<file path="src/rtl/dmem_access_unit.sv">
// Load/store access stage: decodes execute-stage memory requests to the data BRAM
// or the memory-mapped IO region and returns raw load words to the masking stage.
module dmem_access_unit #(
    parameter int         DMEM_AWIDTH = 14,
    parameter logic [3:0] IO_REGION   = 4'h8,
    parameter int         IO_TIMEOUT  = 255
) (
    input  logic                   clk,
    input  logic                   rst,
    input  logic                   req_valid,
    output logic                   req_ready,
    input  logic                   req_we,
    input  logic [2:0]             req_funct3,
    input  logic [31:0]            req_addr,
    input  logic [31:0]            req_wdata,
    output logic                   dmem_en,
    output logic [3:0]             dmem_we,
    output logic [DMEM_AWIDTH-1:0] dmem_addr,
    output logic [31:0]            dmem_din,
    input  logic [31:0]            dmem_dout,
    output logic                   io_req_valid,
    input  logic                   io_ready,
    output logic [31:0]            io_addr,
    output logic                   io_we,
    output logic [3:0]             io_be,
    output logic [31:0]            io_wdata,
    input  logic [31:0]            io_rdata,
    output logic                   rsp_valid,
    output logic [31:0]            rsp_data,
    output logic [2:0]             rsp_load_type,
    output logic [1:0]             rsp_byte_offset,
    output logic                   misaligned,
    output logic                   bus_error
);

    typedef enum logic {RUN, IO_WAIT} state_t;

    localparam int             CW       = (IO_TIMEOUT > 1) ? $clog2(IO_TIMEOUT) : 1;
    localparam logic [CW-1:0]  CNT_LAST = CW'(IO_TIMEOUT - 1);

    state_t          state, next_state;
    logic [CW-1:0]   cnt;
    logic [1:0]      size, off;
    logic            accept, is_io, misal, store_nop, go, dmem_go, io_go;
    logic [3:0]      be;
    logic [31:0]     wdata_rep;
    logic            io_done, io_expire, io_fin_load;
    logic            s1_load;
    logic [2:0]      s1_funct3, io_funct3;
    logic [1:0]      s1_off;
    logic            rsp_from_dmem;
    logic [31:0]     rsp_data_q;

    // Held low during reset so every output reads 0 while rst is asserted.
    assign req_ready = (state == RUN) && !rst;
    assign accept    = req_valid && req_ready;
    assign size      = req_funct3[1:0];
    assign off       = req_addr[1:0];
    assign is_io     = (req_addr[31:28] == IO_REGION);
    assign misal     = ((size == 2'b10) && (off != 2'b00)) || ((size == 2'b01) && off[0]);
    assign store_nop = req_we && (size == 2'b11);
    assign go        = accept && !misal && !store_nop;
    assign dmem_go   = go && !is_io;
    assign io_go     = go && is_io;

    // NOTE: every signal written in an always_comb gets a default first so no latch is inferred.
    always_comb begin
        be        = 4'b0000;
        wdata_rep = req_wdata;
        unique case (size)
            2'b00: begin
                be        = 4'b0001 << off;
                wdata_rep = {4{req_wdata[7:0]}};
            end
            2'b01: begin
                be        = 4'b0011 << off;
                wdata_rep = {2{req_wdata[15:0]}};
            end
            2'b10: be = 4'b1111;
            default: be = 4'b0000;
        endcase
    end

    always_comb begin
        next_state = state;
        io_done    = 1'b0;
        io_expire  = 1'b0;
        unique case (state)
            RUN: if (io_go) next_state = IO_WAIT;
            IO_WAIT: begin
                // A completion on the expiry cycle takes priority over the timeout.
                if (io_ready) begin
                    io_done    = 1'b1;
                    next_state = RUN;
                end else if (cnt == CNT_LAST) begin
                    io_expire  = 1'b1;
                    next_state = RUN;
                end
            end
            default: next_state = RUN;
        endcase
    end

    assign io_fin_load = (io_done || io_expire) && !io_we;

    // NOTE: sequential state uses non-blocking assignments so all registers update together.
    always_ff @(posedge clk) begin
        if (rst) begin
            state           <= RUN;
            cnt             <= '0;
            dmem_en         <= 1'b0;
            dmem_we         <= 4'b0000;
            dmem_addr       <= '0;
            dmem_din        <= '0;
            s1_load         <= 1'b0;
            s1_funct3       <= '0;
            s1_off          <= '0;
            io_req_valid    <= 1'b0;
            io_addr         <= '0;
            io_we           <= 1'b0;
            io_be           <= 4'b0000;
            io_wdata        <= '0;
            io_funct3       <= '0;
            rsp_valid       <= 1'b0;
            rsp_from_dmem   <= 1'b0;
            rsp_data_q      <= '0;
            rsp_load_type   <= '0;
            rsp_byte_offset <= '0;
            misaligned      <= 1'b0;
            bus_error       <= 1'b0;
        end else begin
            state      <= next_state;
            cnt        <= (state == IO_WAIT) ? cnt + 1'b1 : '0;
            misaligned <= accept && misal;
            bus_error  <= io_expire;

            dmem_en <= dmem_go;
            dmem_we <= (dmem_go && req_we) ? be : 4'b0000;
            s1_load <= dmem_go && !req_we;
            if (dmem_go) begin
                dmem_addr <= req_addr[DMEM_AWIDTH+1:2];
                dmem_din  <= wdata_rep;
                s1_funct3 <= req_funct3;
                s1_off    <= off;
            end

            if (io_go) begin
                io_req_valid <= 1'b1;
                io_addr      <= req_addr;
                io_we        <= req_we;
                io_be        <= req_we ? be : 4'b1111;
                io_wdata     <= wdata_rep;
                io_funct3    <= req_funct3;
            end else if (io_done || io_expire) begin
                io_req_valid <= 1'b0;
            end

            // DMEM and IO responses can never land in the same cycle.
            rsp_valid     <= s1_load || io_fin_load;
            rsp_from_dmem <= s1_load;
            if (s1_load) begin
                rsp_load_type   <= s1_funct3;
                rsp_byte_offset <= s1_off;
            end else if (io_fin_load) begin
                rsp_load_type   <= io_funct3;
                rsp_byte_offset <= io_addr[1:0];
                rsp_data_q      <= io_done ? io_rdata : 32'h0;
            end
        end
    end

    // BRAM data arrives one cycle after dmem_en, which is the response cycle itself.
    assign rsp_data = rsp_from_dmem ? dmem_dout : rsp_data_q;

endmodule

</file>
<file path="config.mk">
export PLATFORM = sky130hd
export DESIGN_NAME = dmem_access_unit
export DESIGN_NICKNAME = d
export VERILOG_FILES = /design/src/rtl/dmem_access_unit.sv
export SDC_FILE = /design/constraint.sdc
export NUM_CORES = 1
export LEC_CHECK = 0
export ABC_CLOCK_PERIOD_IN_PS = 3600
export BUFFER_PORTS_ARGS = -buffer_cell sky130_fd_sc_hd__buf_2
export CELL_PAD_IN_SITES_DETAIL_PLACEMENT = 0
export CELL_PAD_IN_SITES_GLOBAL_PLACEMENT = 1
export CORE_MARGIN = 3
export CORE_UTILIZATION = 38
export DETAILED_ROUTE_END_ITERATION = 10
export PLACE_DENSITY_LB_ADDON = 0.1
export SLEW_MARGIN = 20
export SYNTH_ARGS = -nofsm -noshare
export SYNTH_HDL_FRONTEND = slang
export SYNTH_SLANG_ARGS = --single-unit
export TNS_END_PERCENT = 5
</file>
<file path="constraint.sdc">
create_clock -name clk -period 3.6 [get_ports clk]
set_clock_uncertainty 0.15 [all_clocks]
set_input_delay 0.36 -clock clk [delete_from_list [all_inputs] [get_ports clk]]
set_output_delay 0.36 -clock clk [all_outputs]
set_load 0.005 [all_outputs]
</file>
==> run_results.csv, run 1 <==
group,metric,value,unit
drt,drt_first_pass_iters,5,
floorplanning,die_x,148,um
final_layout,fillers,2002,
worst_setup_path,critPathArrivalTime,2.53,ns
cts,cts-root-buf,"clkbuf_16",
global_routing,grt_pass1_vias,6682,
final_layout,multi_input_area,3530,um2
sta,fin_crit_sh,0.658,
worst_setup_path,startpoint,"cnt[0]",
logic_synthesis,synth-async-reset-ratio,0,
power_and_ir_drop,pwr-share-seq,0.484,
floorplanning,die_h,148,um
global_routing,track_usage,0.211,
cts,cts_tree,"done",
sta,slew_headroom,0.299,
final_layout,syn_to_final_growth,28.8,%
cts,cts.clk_slew.worst_paths,0.07,ns
sta,setup_violations,0,
floorplanning,initial_core_util,0.388,
floorplanning,ios,298,
worst_setup_path,slowest_delay,0.54,ns
worst_setup_path,required,3.76,ns
cts,cts_buffers,17,
worst_setup_path,r2r_end,"rsp_data_q[7]",
logic_synthesis,synth_area_leader_cell,"dfxtp_1",
sta,fin_setup_tns,0,ns
worst_setup_path,cp-start-kind,"flop",
logic_synthesis,syn_area_per_cell,9.10,um2
drt,num_vias,7021,
final_layout,diodes,0,
cts,htree_levels,4,
power_and_ir_drop,swShare,0.254,
drt,viasPerCell,5.12,
outcome,status,"completed",
power_and_ir_drop,p_clk_frac,0.423,
drt,finalWirelength,23900,um
power_and_ir_drop,p_comb_frac,0.093,
logic_synthesis,netlist_area,7610,um2
logic_synthesis,synthTopCellsByArea,"dfxtp_1 (47%), mux2i_1 (8.5%), a21oi_1 (7.0%), nand3_1 (4.8%), o21ai_0 (4.7%)",
floorplanning,core-area,19600,um2
logic_synthesis,synth_ff_type,"dfxtp_1",
logic_synthesis,ys_seq_area_frac,0.474,
power_and_ir_drop,power.total,4.24,mW
logic_synthesis,synth-edff-count,0,
worst_setup_path,r2r_start,"cnt[0]",
logic_synthesis,synth.most_common_cell,"dfxtp_1",
final_layout,nets,1230,
final_layout,layout-drive-gt1-share,0.351,
logic_synthesis,ys_warn_count,0,
sta,slew_violations,0,
power_and_ir_drop,leakage,4.40,nW
cts,clockBufferDepth,2,
sta,min_period,2.37,ns
power_and_ir_drop,power.switching,1.08,mW
power_and_ir_drop,p_int,3.16,mW
worst_setup_path,endpoint,"rsp_data_q[7]",
worst_setup_path,crit_path_cell_trace,"inv_1, ha_1, nand4_1, o21ai_1, nand2_2, buf_4, mux2i_1",
global_routing,overflow,0,
worst_setup_path,r2r_slack,1.23,ns
final_layout,regArea,3600,um2
worst_setup_path,critPathMaxFanout,27,
place,gp_congestion,0.763,
logic_synthesis,synth_top_area_share,0.474,
drt,drc_errors,0,
worst_hold_path,hold_path.class,"primary input to flop",
worst_setup_path,reg2reg_depth,7,
sta,rsz0062_at_grt,"false",
logic_synthesis,ys_seq_elements,180,
cts,insertion_delay,0.43,ns
global_routing,grt_max_degree,105,
drt,drtIter0Drc,431,
drt,ant_nets,0,
sta,fmax,422,MHz
worst_setup_path,worstSetupPathType,"flop to flop",
logic_synthesis,synth_cell_types,47,
power_and_ir_drop,irDropWorstVdd,0.312,mV
power_and_ir_drop,powerDensity,432,nW/um2
worst_setup_path,crit_slowest_cell,"nand2_2",
floorplanning,rows,51,
logic_synthesis,synth_nets,974,
drt,wl_per_cell,17.4,um
cts,postCtsSetupRepairBufs,0,
logic_synthesis,synth.top_cells.by_count,"dfxtp_1 (180), a21oi_1 (106), nand2_1 (94), nand3_1 (73), o21ai_0 (72)",
sta,final-hold-violation-count,0,
place,dp_hpwl,16100,um
worst_setup_path,endpoint_kind,"flop",
sta,worst_pin_slew,1.05,ns
cts,numClockSinks,180,
global_routing,antenna_found_initial,1,
logic_synthesis,syn-instance-count,836,
place,numPortBuffers,297,
global_routing,grt_pass1_wl,36900,um
job,maxCapViolCount,0,
floorplanning,dieArea,21800,um2
-- cells in the final DEF (no fill, tap or decap), types with 3 or more instances in the layout --
cell type / n
buf_2: 296
dfxtp_1: 180
a21oi_1: 106
nand2_1: 94
nand3_1: 73
o21ai_0: 72
mux2i_1: 65
mux2_2: 32
a211oi_1: 32
inv_1: 17
clkbuf_16: 17
buf_4: 12
nor2_1: 10
dlygate4sd3_1: 9
o32ai_1: 8
and3_1: 6
o221a_2: 5
o31ai_1: 5
nor3_1: 4
clkinv_4: 4
clkinvlp_4: 4
or3_1: 3
o21ai_1: 3
xor2_1: 3
nor4_1: 3
inv_6: 3
-- critical path: cells and delay by family (launching register included) --
family	cells	cell delay (ns)
and+or+nand+nor	2	0.64
adders and majority gates	1	0.17
buffers and inverters	2	0.48
DFF	1	0.34
muxes	1	0.14
AOI/OAI and AO/OA	1	0.32
-- repair_timing --
action,in CTS,in global routing
hold buffers,9,0
gates resized for setup,0,0
hold endpoints to repair,9,0
-- layer usage --
| layer | GRT usage | part of all wire | vias up |
|---|---|---|---|
| met2 | 0.341 | 0.48 | 171 |
| met4 | 0.0494 | 0.0080 | 2 |
| met5 | 0 | 0.00029 | - |
| met1 | 0.287 | 0.46 | 3342 |
| li1 | - | - | 3491 |
| met3 | 0.0530 | 0.055 | 15 |
-- power groups by stage --
| stage | Clock (mW) | Combinational (mW) | Sequential (mW) |
|---|---|---|---|
| 6_report | 1.79 | 0.393 | 2.05 |
| 5_1_grt | 1.92 | 0.434 | 2.06 |
| 4_1_cts | 1.84 | 0.397 | 2.05 |
| 3_5_place_dp | 0 | 0.388 | 2.10 |
| 3_3_place_gp | 0 | 0.389 | 2.10 |
| 2_1_floorplan | 0 | 0.208 | 2.10 |
-- layout make-up --
class,instances,share of cell area
sequential,180,0.368
multi-input combinational,556,0.361
timing repair buffer,319,0.174
clock buffer,19,0.0442
tap,265,0.0338
clock inverter,13,0.0129
inverter,18,0.00690
-- cells by family after synthesis --
kind of cell	synth area share
buffers and inverters	0.0641
AO/OA/AOI/OAI	0.187
XOR/XNOR	0.00674
AND/OR/NAND/NOR	0.132
multiplexers	0.133
flip-flops	0.474
adder cells (fa/ha/maj)	0.00329
-- how the worst min path moves through the flow --
stage                       from             end  cells after the start
floorplan                 cnt[0]          cnt[0]                      1
global placement    dmem_din[29]    dmem_din[29]                      2
detailed placement  dmem_din[29]    dmem_din[29]                      2
CTS                 io_rdata[15]  rsp_data_q[15]                      3
global route         io_rdata[1]   rsp_data_q[1]                      3
finish               io_rdata[2]   rsp_data_q[2]                      3
-- through the flow --
| stage | hold WS (ns) | instance area [um2] | instances | util | setup slack (ns) |
|---|---|---|---|---|---|
| floorplan | 0.280 | 7610 | 836 | - | 1.84 |
| finish | 0.0205 | 9800 | 1370 | 0.500 | 1.23 |
| global placement | 0.294 | 9150 | 1329 | 0.467 | 1.06 |
| detailed placement | 0.297 | 9150 | 1329 | 0.467 | 0.993 |
| global route | 0.00928 | 9800 | 1370 | 0.500 | 1.05 |
| CTS | 0.000997 | 9800 | 1370 | 0.500 | 1.23 |
-- flip-flops by register name, indices dropped and copies added (netlist names), 2 cells and up --
register	cells
io_funct3	3
cnt	8
rsp_load_type	3
dmem_we	4
dmem_din	32
s1_off	2
io_be	4
io_addr	32
dmem_addr	14
rsp_byte_offset	2
io_wdata	32
rsp_data_q	32
s1_funct3	3
Note: power is estimated with default switching activity, not from simulation.
==> run 2, diff against run 1 <==
--- a/config.mk
+++ b/config.mk
@@ -5,12 +5,12 @@
 export SDC_FILE = /design/constraint.sdc
 export NUM_CORES = 1
 export LEC_CHECK = 0
-export ABC_CLOCK_PERIOD_IN_PS = 3600
+export ABC_CLOCK_PERIOD_IN_PS = 1980
 export BUFFER_PORTS_ARGS = -buffer_cell sky130_fd_sc_hd__buf_2
 export CELL_PAD_IN_SITES_DETAIL_PLACEMENT = 0
 export CELL_PAD_IN_SITES_GLOBAL_PLACEMENT = 1
 export CORE_MARGIN = 3
-export CORE_UTILIZATION = 38
+export CORE_UTILIZATION = 32
 export DETAILED_ROUTE_END_ITERATION = 10
 export PLACE_DENSITY_LB_ADDON = 0.1
 export SLEW_MARGIN = 20
==> constraint.sdc (replaced) <==
create_clock -name clk -period 1.98 [get_ports clk]
set_clock_uncertainty 0.15 [all_clocks]
set_input_delay 0.198 -clock clk [delete_from_list [all_inputs] [get_ports clk]]
set_output_delay 0.198 -clock clk [all_outputs]
set_load 0.005 [all_outputs]
==> run_results.csv, run 2 (synthesis gave the netlist of run 1 again) <==
group,metric,value,unit
outcome,status,"completed",
place,gp_congestion,0.754,
drt,drtIter0Drc,513,
worst_setup_path,worstSetupPathType,"primary input to flop",
sta,setup_violations,0,
sta,min_period,1.93,ns
sta,worst_pin_slew,0.973,ns
drt,drt_first_pass_iters,5,
place,numPortBuffers,297,
global_routing,grt_pass1_vias,7378,
floorplanning,initial_core_util,0.331,
final_layout,diodes,0,
floorplanning,dieArea,25700,um2
worst_setup_path,cp-start-kind,"primary input",
worst_setup_path,crit_slowest_cell,"dlygate4sd3_1",
worst_setup_path,critPathMaxFanout,10,
final_layout,nets,1329,
final_layout,syn_to_final_growth,45.9,%
final_layout,layout-drive-gt1-share,0.350,
cts,htree_levels,4,
job,maxCapViolCount,0,
cts,cts.clk_slew.worst_paths,0.07,ns
floorplanning,ios,298,
global_routing,antenna_found_initial,0,
cts,insertion_delay,0.42,ns
drt,wl_per_cell,17.1,um
floorplanning,die_h,160,um
worst_setup_path,crit_path_cell_trace,"dlygate4sd3_1, buf_6, nand3b_2, o2111ai_4, buf_6, nor2_4, clkbuf_16, mux2i_1",
sta,final-hold-violation-count,0,
place,placedCellCount,1398,
cts,cts_buffers,17,
drt,finalWirelength,26000,um
drt,viasPerCell,4.89,
final_layout,final_cell_mix,"buf_2 (294), dfxtp_1 (180), a21oi_1 (106)",
floorplanning,core-area,23000,um2
cts,cts_tree,"done",
global_routing,grt_pass1_wl,40200,um
sta,slew_violations,0,
sta,fin_setup_tns,0,ns
sta,fin_crit_sh,0.976,
global_routing,track_usage,0.193,
worst_setup_path,path_buf_inv,4,
sta,fmax,518,MHz
drt,num_vias,7414,
worst_setup_path,critPathArrivalTime,2.14,ns
floorplanning,rows,55,
cts,cts-root-buf,"clkbuf_16",
power_and_ir_drop,irDropWorstVdd,0.504,mV
worst_hold_path,hold_path.class,"primary input to flop",
power_and_ir_drop,powerDensity,740,nW/um2
place,dp_hpwl,17500,um
floorplanning,die_x,160,um
worst_setup_path,required,2.19,ns
worst_setup_path,endpoint_kind,"flop",
cts,clockBufferDepth,2,
final_layout,post_layout_nonfiller_instances,1517,
final_layout,layout_commonest_cell,"buf_2",
drt,drc_errors,0,
global_routing,overflow,0,
sta,slew_headroom,0.352,
worst_setup_path,crit_family,"buffers and inverters",
worst_setup_path,slowest_delay,0.57,ns
worst_setup_path,crit_path_frequent_cell,"buf_6",
drt,ant_nets,0,
global_routing,grt_max_degree,87,
cts,numClockSinks,180,
power_and_ir_drop,leakage,4.96,nW
## run 2: final timing paths
path / slack (ns) / end / cells after the start / from
setup / recovery: 0.05 / dmem_din[29] / 8 / req_funct3[0]
hold reg to reg: 0.31 / rsp_data_q[21] / 2 / rsp_data_q[21]
setup reg to reg: 0.12 / dmem_din[29] / 6 / state
hold / removal: 0.02 / dmem_din[18] / 3 / req_wdata[18]
## run 2: metrics by stage
stage	setup WS, ns	util	instance area, um2	total power [mW]	hold WS, ns
6_report	0.0480	0.483	11100	8.21	0.0201
5_1_grt	-0.00828	0.483	11100	8.56	0.0255
4_1_cts	0.00175	0.474	10900	8.28	0.00115
3_5_place_dp	0.150	0.414	9520	4.58	0.290
3_3_place_gp	0.168	0.414	9520	4.58	0.290
2_1_floorplan	0.264	-	7610	4.19	0.125
## run 2: repair_timing
action | CTS | global route
hold endpoints to repair | 106 | 1
endpoints found under the setup margin | 0 | 90
gates resized for setup | 0 | 14
hold buffers | 77 | 1
buffers inserted | 0 | 6
## run 2: report_power, final
part	internal (mW)	switching, mW	leakage (nW)	total, mW
logic	0.461	0.468	3.21	0.930
clock network	2.05	1.50	0.297	3.55
registers	3.69	0.0366	1.46	3.73
## run 2: area by class of cell
cell class	instances	area, um2
inverters	18	67.6
repair buffers	418	2870
well taps	313	392
clock inverters	13	173
clock buffers	19	443
flip-flops and latches	180	3600
multi-input cells	556	3560
fillers	2315	11900
## run 2: worst min-delay path: stages
cell and delay [ns]:
buf_2 0.08, mux2i_1 0.08, a211oi_1 0.19
## run 2: routing by layer
metal  share of wire  global-route usage  up-vias
li1                -                   -     3693
met1            0.45               0.249     3503
met2            0.48               0.320      199
met3           0.057              0.0534       19
met4           0.013              0.0477        0
met5               0                   0        -
